==> config.mk <==
export PLATFORM = sky130hd
export DESIGN_NAME = inst_encode_loader
export DESIGN_NICKNAME = d
export VERILOG_FILES = /design/src/rtl/inst_encode_loader.sv
export SDC_FILE = /design/constraint.sdc
export NUM_CORES = 1
export LEC_CHECK = 0
export ABC_CLOCK_PERIOD_IN_PS = 6050
export CAP_MARGIN = 20
export CORE_ASPECT_RATIO = 1.2
export CORE_UTILIZATION = 55
export CTS_CLUSTER_DIAMETER = 30
export CTS_CLUSTER_SIZE = 25
export DETAILED_ROUTE_END_ITERATION = 6
export DONT_BUFFER_PORTS = 1
export PLACE_DENSITY = 0.7
export RECOVER_POWER = 25
export SLEW_MARGIN = 40
export SYNTH_ARGS = -nofsm -noshare
export SYNTH_HDL_FRONTEND = slang
export SYNTH_SLANG_ARGS = --single-unit
==> constraint.sdc <==
create_clock -name Clk -period 6.05 [get_ports Clk]
set_clock_uncertainty 0.1 [all_clocks]
set_input_delay 0.605 -clock Clk [delete_from_list [all_inputs] [get_ports Clk]]
set_output_delay 0.605 -clock Clk [all_outputs]
set_load 0.03 [all_outputs]
==> src/rtl/inst_encode_loader.sv <==
// inst_encode_loader
//   Encodes symbolic MIPS instructions (mnemonic + fields) into 32-bit words,
//   buffers them in a small FIFO and writes them to consecutive instruction
//   memory word addresses starting at BASE_ADDR. Used to fill imem before the
//   core runs.
//
// Ports
//   Clk, Reset          clock (rising edge) and synchronous active-high reset
//   Start               1-cycle pulse, begins a load (honoured only in IDLE)
//   In_Valid/In_Ready   instruction stream handshake
//   In_Op               mnemonic: 0 ADD,1 SUB,2 AND,3 OR,4 SLT,5 LW,6 SW,7 ADDI,
//                       8 ANDI,9 ORI,10 SLTI,11 XORI,12 BNE,13 J,14 JAL,15 LUI
//   In_Rs/Rt/Rd/Shamt   register fields and shift amount
//   In_Imm, In_Target   immediate / branch offset, jump target
//   In_Last             final instruction of the program
//   Imem_Wr_En/Ready    memory write request / acceptance
//   Imem_Addr/Wr_Data   word address and encoded word
//   Done                1-cycle pulse when the load completes
//   Overflow            sticky: address space ran out before In_Last
//   Word_Count          words written since Start
module inst_encode_loader #(
  parameter int unsigned ADDR_W     = 8,
  parameter int unsigned FIFO_DEPTH = 4,
  parameter int unsigned BASE_ADDR  = 0
) (
  input  logic              Clk,
  input  logic              Reset,
  input  logic              Start,
  input  logic              In_Valid,
  output logic              In_Ready,
  input  logic [3:0]        In_Op,
  input  logic [4:0]        In_Rs,
  input  logic [4:0]        In_Rt,
  input  logic [4:0]        In_Rd,
  input  logic [4:0]        In_Shamt,
  input  logic [15:0]       In_Imm,
  input  logic [25:0]       In_Target,
  input  logic              In_Last,
  output logic              Imem_Wr_En,
  input  logic              Imem_Ready,
  output logic [ADDR_W-1:0] Imem_Addr,
  output logic [31:0]       Imem_Wr_Data,
  output logic              Done,
  output logic              Overflow,
  output logic [ADDR_W:0]   Word_Count
);

  localparam int unsigned PTR_W = (FIFO_DEPTH > 1) ? $clog2(FIFO_DEPTH) : 1;
  localparam logic [ADDR_W-1:0] BASE   = ADDR_W'(BASE_ADDR);
  localparam logic [ADDR_W:0]   BASE_C = (ADDR_W + 1)'(BASE_ADDR);
  localparam logic [PTR_W:0]    FULL_CNT = (PTR_W + 1)'(FIFO_DEPTH);

  typedef enum logic [1:0] {IDLE, LOAD, DRAIN, DONE} state_t;

  state_t            state;
  logic [31:0]       fifo_mem [FIFO_DEPTH];
  logic [PTR_W-1:0]  wr_ptr;
  logic [PTR_W-1:0]  rd_ptr;
  logic [PTR_W:0]    fifo_cnt;
  // Next address to be claimed by an accepted word; its MSB set means every
  // address has been claimed, so acceptance stops before the FIFO drains.
  logic [ADDR_W:0]   claim_addr;
  logic              fifo_full;
  logic              fifo_empty;
  logic              addr_exhausted;
  logic              last_slot;
  logic              push;
  logic              pop;
  logic [31:0]       enc_word;

  assign fifo_full      = (fifo_cnt == FULL_CNT);
  assign fifo_empty     = (fifo_cnt == '0);
  assign addr_exhausted = claim_addr[ADDR_W];
  assign last_slot      = (claim_addr == {1'b0, {ADDR_W{1'b1}}});

  // Full FIFO blocks acceptance even if a pop happens in the same cycle.
  assign In_Ready     = (state == LOAD) && !fifo_full && !addr_exhausted;
  assign push         = In_Valid && In_Ready;
  assign Imem_Wr_En   = !fifo_empty && ((state == LOAD) || (state == DRAIN));
  assign pop          = Imem_Wr_En && Imem_Ready;
  assign Imem_Wr_Data = Imem_Wr_En ? fifo_mem[rd_ptr] : '0;

  always_comb begin
    enc_word = '0;
    case (In_Op)
      4'd0:  enc_word = {6'd0, In_Rs, In_Rt, In_Rd, In_Shamt, 6'd32};
      4'd1:  enc_word = {6'd0, In_Rs, In_Rt, In_Rd, In_Shamt, 6'd34};
      4'd2:  enc_word = {6'd0, In_Rs, In_Rt, In_Rd, In_Shamt, 6'd36};
      4'd3:  enc_word = {6'd0, In_Rs, In_Rt, In_Rd, In_Shamt, 6'd37};
      4'd4:  enc_word = {6'd0, In_Rs, In_Rt, In_Rd, In_Shamt, 6'd42};
      4'd5:  enc_word = {6'd35, In_Rs, In_Rt, In_Imm};
      4'd6:  enc_word = {6'd43, In_Rs, In_Rt, In_Imm};
      4'd7:  enc_word = {6'd8,  In_Rs, In_Rt, In_Imm};
      4'd8:  enc_word = {6'd12, In_Rs, In_Rt, In_Imm};
      4'd9:  enc_word = {6'd13, In_Rs, In_Rt, In_Imm};
      4'd10: enc_word = {6'd10, In_Rs, In_Rt, In_Imm};
      4'd11: enc_word = {6'd14, In_Rs, In_Rt, In_Imm};
      4'd12: enc_word = {6'd5,  In_Rs, In_Rt, In_Imm};
      4'd13: enc_word = {6'd2,  In_Target};
      4'd14: enc_word = {6'd3,  In_Target};
      4'd15: enc_word = {6'd15, 5'd0, In_Rt, In_Imm};
    endcase
  end

  // Storage only; occupancy is tracked (and reset) by the pointers below.
  always_ff @(posedge Clk) begin
    if (push) begin
      fifo_mem[wr_ptr] <= enc_word;
    end
  end

  always_ff @(posedge Clk) begin
    if (Reset) begin
      state      <= IDLE;
      wr_ptr     <= '0;
      rd_ptr     <= '0;
      fifo_cnt   <= '0;
      claim_addr <= BASE_C;
      Imem_Addr  <= BASE;
      Done       <= 1'b0;
      Overflow   <= 1'b0;
      Word_Count <= '0;
    end else begin
      Done <= 1'b0;

      if (push) begin
        wr_ptr     <= wr_ptr + 1'b1;
        claim_addr <= claim_addr + 1'b1;
      end

      if (pop) begin
        rd_ptr     <= rd_ptr + 1'b1;
        Word_Count <= Word_Count + 1'b1;
        // Saturate at the top address instead of wrapping.
        if (Imem_Addr != '1) begin
          Imem_Addr <= Imem_Addr + 1'b1;
        end
      end

      case ({push, pop})
        2'b10:   fifo_cnt <= fifo_cnt + 1'b1;
        2'b01:   fifo_cnt <= fifo_cnt - 1'b1;
        default: fifo_cnt <= fifo_cnt;
      endcase

      case (state)
        IDLE: begin
          if (Start) begin
            state      <= LOAD;
            Imem_Addr  <= BASE;
            claim_addr <= BASE_C;
            Word_Count <= '0;
            Overflow   <= 1'b0;
          end
        end
        LOAD: begin
          if (push && (In_Last || last_slot)) begin
            state <= DRAIN;
            if (last_slot && !In_Last) begin
              Overflow <= 1'b1;
            end
          end
        end
        DRAIN: begin
          if (fifo_empty) begin
            state <= DONE;
            Done  <= 1'b1;
          end
        end
        DONE: begin
          state <= IDLE;
        end
        default: begin
          state <= IDLE;
        end
      endcase
    end
  end

endmodule
==> out/qor.yml, run 1 <==
run_status:
  outcome: "complete, but fails checks"
  violations: "max-capacitance violations, max-slew violations"
detailed_routing:
  routedWlPerCell_um: 20.4
  dr.first_iter.drc_count: 262
  drt_wl_total_mm: 13.9
  antenna_left: 0
  drt_drc_violations_left: 0
  via_per_inst: 6.09
  drt_first_pass_iters: 5
  detailed_route_via_count: 4144
synthesis:
  postSynthRegisterBits: 163
  synth_area_leader_cell: "edfxtp_1"
  synth_largest_type_area_fraction_pct: 51.7
  synth_area_leaders: "edfxtp_1 52%, dfxtp_1 11%, mux4_2 9.7%"
  synth.cell_area_um2: 7200
  yosys.cell_types.count: 57
  mappedNetlistNets: 591
  synth_most_common_cell: "edfxtp_1"
  postSynth.asyncResetShare_pct: 0
  fraction_of_the_yosys_area_taken_by_sequential_cells_pct: 62.5
  post_synthesis_mean_instance_area_um2: 14.2
  ys_warn_count: 0
  synth_enable_flop_cells: 124
  ys.flop_type: "edfxtp_1"
  synth_commonest_cells: "124 x edfxtp_1, 39 x dfxtp_1, 37 x nor2_1, 35 x and3_1, 31 x mux4_2"
  syn-instance-count: 506
global_route:
  grt_pass1_wl_mm: 21.7
  first_global_vias: 4189
  grt.total_usage_pct: 21.6
  pin_count_of_the_biggest_net_entering_global_routing: 35
  antenna_found_initial: 0
  grt.overflow.total: 0
layout:
  fill_cells: 1001
  nNetsFinal: 589
  multi_input_area_um2: 2510
  num_antenna_cells: 0
  final-seq-area_um2: 4510
  fin_util_pct: 62.2
  drive_gt1_share_pct: 16.2
  area_growth_pct: 9.81
cts:
  cts_tree: "yes"
  clk-insertion-delay-late_ps: 420
  cts.clk_slew.worst_paths_ps: 60
  clock-sinks: 163
  post_cts.resized_instances: 0
  tritoncts.num_buffers: 17
  cts-hold-fix-buffers: 0
  cts.path.max_buffers: 2
  cts_setup_buffers: 0
  clock_tree.root_cell: "clkbuf_16"
  htreeDepth: 4
placement:
  place.detailed.hpwl_mm: 8.79
  place_congestion: 0.819
  io_buffers: 0
flow_run:
  max_cap_violations: 2
critical_path:
  worstPathArrival_ps: 3760
  cp-start-kind: "flop"
  cp.required_ps: 6310
  worst_setup_path_end_kind: "flop"
  critical_path_peak_fanout: 10
  worst_setup_path_category: "flop to flop"
floorplanning:
  floorplan.die_area_um2: 13600
  floorplan.core_area_um2: 12700
  die-height_um: 127
  core.rowCount: 45
  pin_count: 125
  die-width_um: 106
  floorplan.initialDensity_pct: 56.6
pwr:
  power.ir.vdd_worst_mv: 0.208
  p_leak_uw: 0.00273
  pwrdens_nw_per_um2: 374
timing:
  drv_slew: 46
  grt_setup_unrepaired: "false"
  worstMarginPinSlew_ps: 1640
  max_freq_mhz: 286
  slew-limit-headroom_pct: -9.63
  hold_violations: 0
  report.final.setup_viol: 0
  min_period_over_period_pct: 57.8
  finalCriticalPeriod_ps: 3500
  tns_ps: 0
hold_path:
  hp-class: "input pin to flop"
-- report_power, final --
part           internal, µW  switching [µW]
clock                   612             441
combinational           178             398
sequential             1290            33.4
-- per-layer routing --
layer  track usage [%]  part of all wire (%)  vias to the layer above
li1                  -                     -                     1922
met1              25.4                    39                     2078
met2              37.4                    53                      128
met3              6.17                   6.3                       16
met4              8.78                   1.8                        0
met5                 0                     0                        -
-- area by class of cell --
type,count,share of cell area (%)
Clock buffer,18,5.43
Clock inverter,14,1.91
Inverter,17,0.823
Multi-Input combinational cell,299,31.7
Sequential cell,163,57.0
Tap cell,164,2.59
Timing Repair Buffer,6,0.569
-- cells by family after synthesis --
logic type / synth area share [%]
AOI/OAI and AO/OA: 7.14
xor gates and xnor gates: 3.16
adders and majority gates: 2.50
buffers and inverters: 2.59
DFF: 62.5
muxes: 10.8
other: 0.0521
and+or+nand+nor: 11.3
-- stage by stage --
stage	hold slack, ps	cells	cell area (µm²)	setup slack (ps)	total power [µW]
after CTS	127	681	7940	3080	2980
after global placement	366	648	7330	3420	1920
final	142	681	7910	2550	2950
after global routing	127	681	7910	2370	3070
after floorplan	353	506	7200	3540	1800
after detailed placement	376	649	7350	3350	1940
-- cell usage in the layout (no fill, tap or decap), types with 3 or more instances in the layout --
master     instances
nand2_1           26
nand3_1           11
a22o_1            16
nor2_1            37
xnor2_1           16
ha_1              12
buf_4              4
xor2_1            10
edfxtp_1         124
inv_1             15
clkbuf_16         17
o211ai_1           4
nand4_1            6
clkinv_4           3
a21oi_1           11
nor3_1             5
mux4_2            31
dfxtp_1           38
and3_1            35
nor4_1             5
a21o_1            11
nor3b_1            4
nand2b_1           3
and2_4             4
inv_6              3
mux2_2             3
or3_1              4
o21ai_0           12
-- state kept, by name (all words and copies together), names as in the netlist, named ones only --
name / flops
Imem_Addr: 8
Word_Count: 9
claim_addr: 9
rd_ptr: 2
Overflow: 1
fifo_mem: 124
Done: 1
fifo_cnt: 3
wr_ptr: 2
state: 2
-- worst paths after layout --
path / endpoint / slack [ps] / depth (start not counted) / start
hold / removal: Overflow / 140 / 1 / Reset
setup reg to reg: fifo_cnt[2] / 2550 / 9 / fifo_cnt[2]
setup / recovery: fifo_cnt[2] / 2550 / 9 / fifo_cnt[2]
hold reg to reg: claim_addr[1] / 380 / 2 / claim_addr[1]
-- critical path, stage by stage (launching register included) --
cell        delay [ps]
dfxtp_1            390
nor3b_1           1310
nor2_8             100
clkinvlp_2         250
ha_1               220
inv_1               70
fa_1               380
xor2_1             160
or3_1              310
a21oi_1            140
(Power assumes the default switching activity.)
==> run 2, diff against run 1 <==
--- a/config.mk
+++ b/config.mk
@@ -5,7 +5,7 @@
 export SDC_FILE = /design/constraint.sdc
 export NUM_CORES = 1
 export LEC_CHECK = 0
-export ABC_CLOCK_PERIOD_IN_PS = 6050
+export ABC_CLOCK_PERIOD_IN_PS = 3440
 export CAP_MARGIN = 20
 export CORE_ASPECT_RATIO = 1.2
 export CORE_UTILIZATION = 55
==> constraint.sdc (replaced) <==
create_clock -name Clk -period 3.44 [get_ports Clk]
set_clock_uncertainty 0.1 [all_clocks]
set_input_delay 0.344 -clock Clk [delete_from_list [all_inputs] [get_ports Clk]]
set_output_delay 0.344 -clock Clk [all_outputs]
set_load 0.03 [all_outputs]
==> run 2 against run 1 <==
  * The run still ends with max-capacitance violations, max-slew violations left
  * Critical path depth up 1
  * Global-route usage decreased by 0.26 points
  * Total power is 74% higher
  * Clock-buffer cell count did not move
  * Final cell count grew 0.29%
  * Highest routed layer unchanged
==> out/qor.yml, run 2 (same netlist as run 1, synthesis figures left out) <==
run_status:
  outcome: "complete, but fails checks"
  violations: "max-capacitance violations, max-slew violations"
timing:
  grt_setup_unrepaired: "false"
  slew-limit-headroom_pct: -0.367
  tns_ps: 0
  hold_violations: 0
  report.final.setup_viol: 0
  finalCriticalPeriod_ps: 2720
  drv_slew: 1
  worstMarginPinSlew_ps: 1490
  min_period_over_period_pct: 78.9
  max_freq_mhz: 368
layout:
  max_flop_register: "fifo_mem"
  num_antenna_cells: 0
  nNetsFinal: 591
  biggestRegsByFlops: "fifo_mem (124), Word_Count (9), claim_addr (9)"
  layout.cells.most_common: "edfxtp_1"
  drive_gt1_share_pct: 17.1
  mostFrequentLayoutCells: "124 x edfxtp_1, 38 x dfxtp_1, 37 x nor2_1"
  area_growth_pct: 10.1
  post_route_non_filler_standard_cell_count: 683
  largest_register_ffs: 124
cts:
  cts.clk_slew.worst_paths_ps: 60
  clock-sinks: 163
  cts.path.max_buffers: 2
  tritoncts.num_buffers: 17
  htreeDepth: 4
  clk-insertion-delay-late_ps: 420
  cts_tree: "yes"
  cts_setup_buffers: 0
  clock_tree.root_cell: "clkbuf_16"
detailed_routing:
  drt_first_pass_iters: 5
  routedWlPerCell_um: 20.1
  antenna_left: 0
  detailed_route_via_count: 4195
  drt_wl_total_mm: 13.7
  via_per_inst: 6.14
  drt_drc_violations_left: 0
  dr.first_iter.drc_count: 287
floorplanning:
  die-width_um: 106
  floorplan.core_area_um2: 12700
  core.rowCount: 45
  floorplan.initialDensity_pct: 56.6
  floorplan.die_area_um2: 13600
  pin_count: 125
  die-height_um: 127
critical_path:
  critical_path_peak_fanout: 12
  cp.required_ps: 3680
  worstPathArrival_ps: 2960
  critical-path-slowest-cell: "fa_1"
  timing.critical_path.slowest_cell_delay_ps: 380
  path_cells: "inv_1 -> ha_1 -> o311ai_2 -> inv_2 -> ha_1 -> inv_1 -> fa_1 -> xor2_1 -> or3_1 -> a21oi_1"
  worst_setup_path_category: "flop to flop"
  worst_setup_path_end_kind: "flop"
  cp-start-kind: "flop"
global_route:
  gr-usage-met1_pct: 25.5
  grt.total_usage_pct: 21.4
  top_usage_layer: "met2"
  grt.overflow.total: 0
  grt_pass1_wl_mm: 21.5
  globalRouteMet3Util_pct: 6.68
  first_global_vias: 4281
  pin_count_of_the_biggest_net_entering_global_routing: 35
  antenna_found_initial: 0
  groute.layer.met2.usage_pct: 36.6
flow_run:
  max_cap_violations: 1
placement:
  place.detailed.hpwl_mm: 8.67
  io_buffers: 0
  place.detailed.instances: 649
  place_congestion: 0.846
pwr:
  power.ir.vdd_worst_mv: 0.391
  power_switching_uw: 1540
  pwr-share-clk_pct: 35.0
  pwrdens_nw_per_um2: 649
  combinationalPowerShare_pct: 19.6
  share_of_power_burned_in_registers_pct: 45.4
  cell_internal_pwr_uw: 3610
  sw_frac_of_total_pct: 29.9
  p_leak_uw: 0.00273
hold_path:
  hp-class: "input pin to flop"
## run 2: changes by cell type in the layout (fill, tap and decap cells not counted), moves of 2 or more
cell / before / now
mux2_1: 2 / 0
inv_6: 3 / 6
dlygate4sd3_1: 0 / 2
mux2_2: 3 / 5
clkinv_1: 2 / 0
## run 2: power groups by stage
| stage | sequential (µW) | clock (µW) | combinational, µW |
|---|---|---|---|
| after floorplan | 2360 | 0 | 794 |
| after global placement | 2370 | 0 | 997 |
| after detailed placement | 2380 | 0 | 1010 |
| after CTS | 2330 | 1820 | 1020 |
| after global routing | 2350 | 1910 | 1110 |
| final | 2330 | 1800 | 1010 |
## run 2: timing repair
item	in CTS	in global routing
gates resized for setup	0	0
hold buffers	2	0
hold endpoints to repair	12	0
## run 2: layout make-up
cell class                 instances  area [µm²]
fill                             959        4800
sequential                       163        4510
multi-input combinational        299        2520
clock buffer                      18         429
tap                              164         205
clock inverter                    14         144
inverter                          17        66.3
timing repair buffer               8        61.3
## run 2: per-layer routing
layer	part of all wire, %	routed length [µm]
met5	0	0
met4	1.0	139
met3	6.4	882
met2	52	7140
met1	41	5570
## run 2: path summary, 6_finish.rpt
kind / to / start / depth (start not counted) / slack [ps]
max: fifo_cnt[2] / state[0] / 10 / 720
min: fifo_mem[3][31] / In_Op[3] / 1 / 80
max reg2reg: fifo_cnt[2] / state[0] / 10 / 720
min reg2reg: claim_addr[1] / claim_addr[1] / 2 / 400
## run 2: per-stage QoR
step / cell area, µm² / power, µW / setup slack, ps / hold WS [ps] / utilization, %
2_1_floorplan: 7200 / 3160 / 925 / 316 / -
3_3_place_gp: 7340 / 3370 / 865 / 315 / 57.7
3_5_place_dp: 7350 / 3390 / 727 / 314 / 57.7
4_1_cts: 7940 / 5180 / 696 / 59.9 / 62.4
5_1_grt: 7930 / 5360 / 555 / 71.9 / 62.3
6_report: 7930 / 5150 / 725 / 79.7 / 62.3
## run 2: worst max-delay path, delay by kind of cell, from the launching register on
kind / cells / cell delay (ps)
flip-flops: 1 / 360
AND/OR/NAND/NOR: 1 / 310
buffers and inverters: 3 / 400
AO/OA/AOI/OAI: 2 / 350
XOR/XNOR: 1 / 170
adder cells (fa/ha/maj): 3 / 950
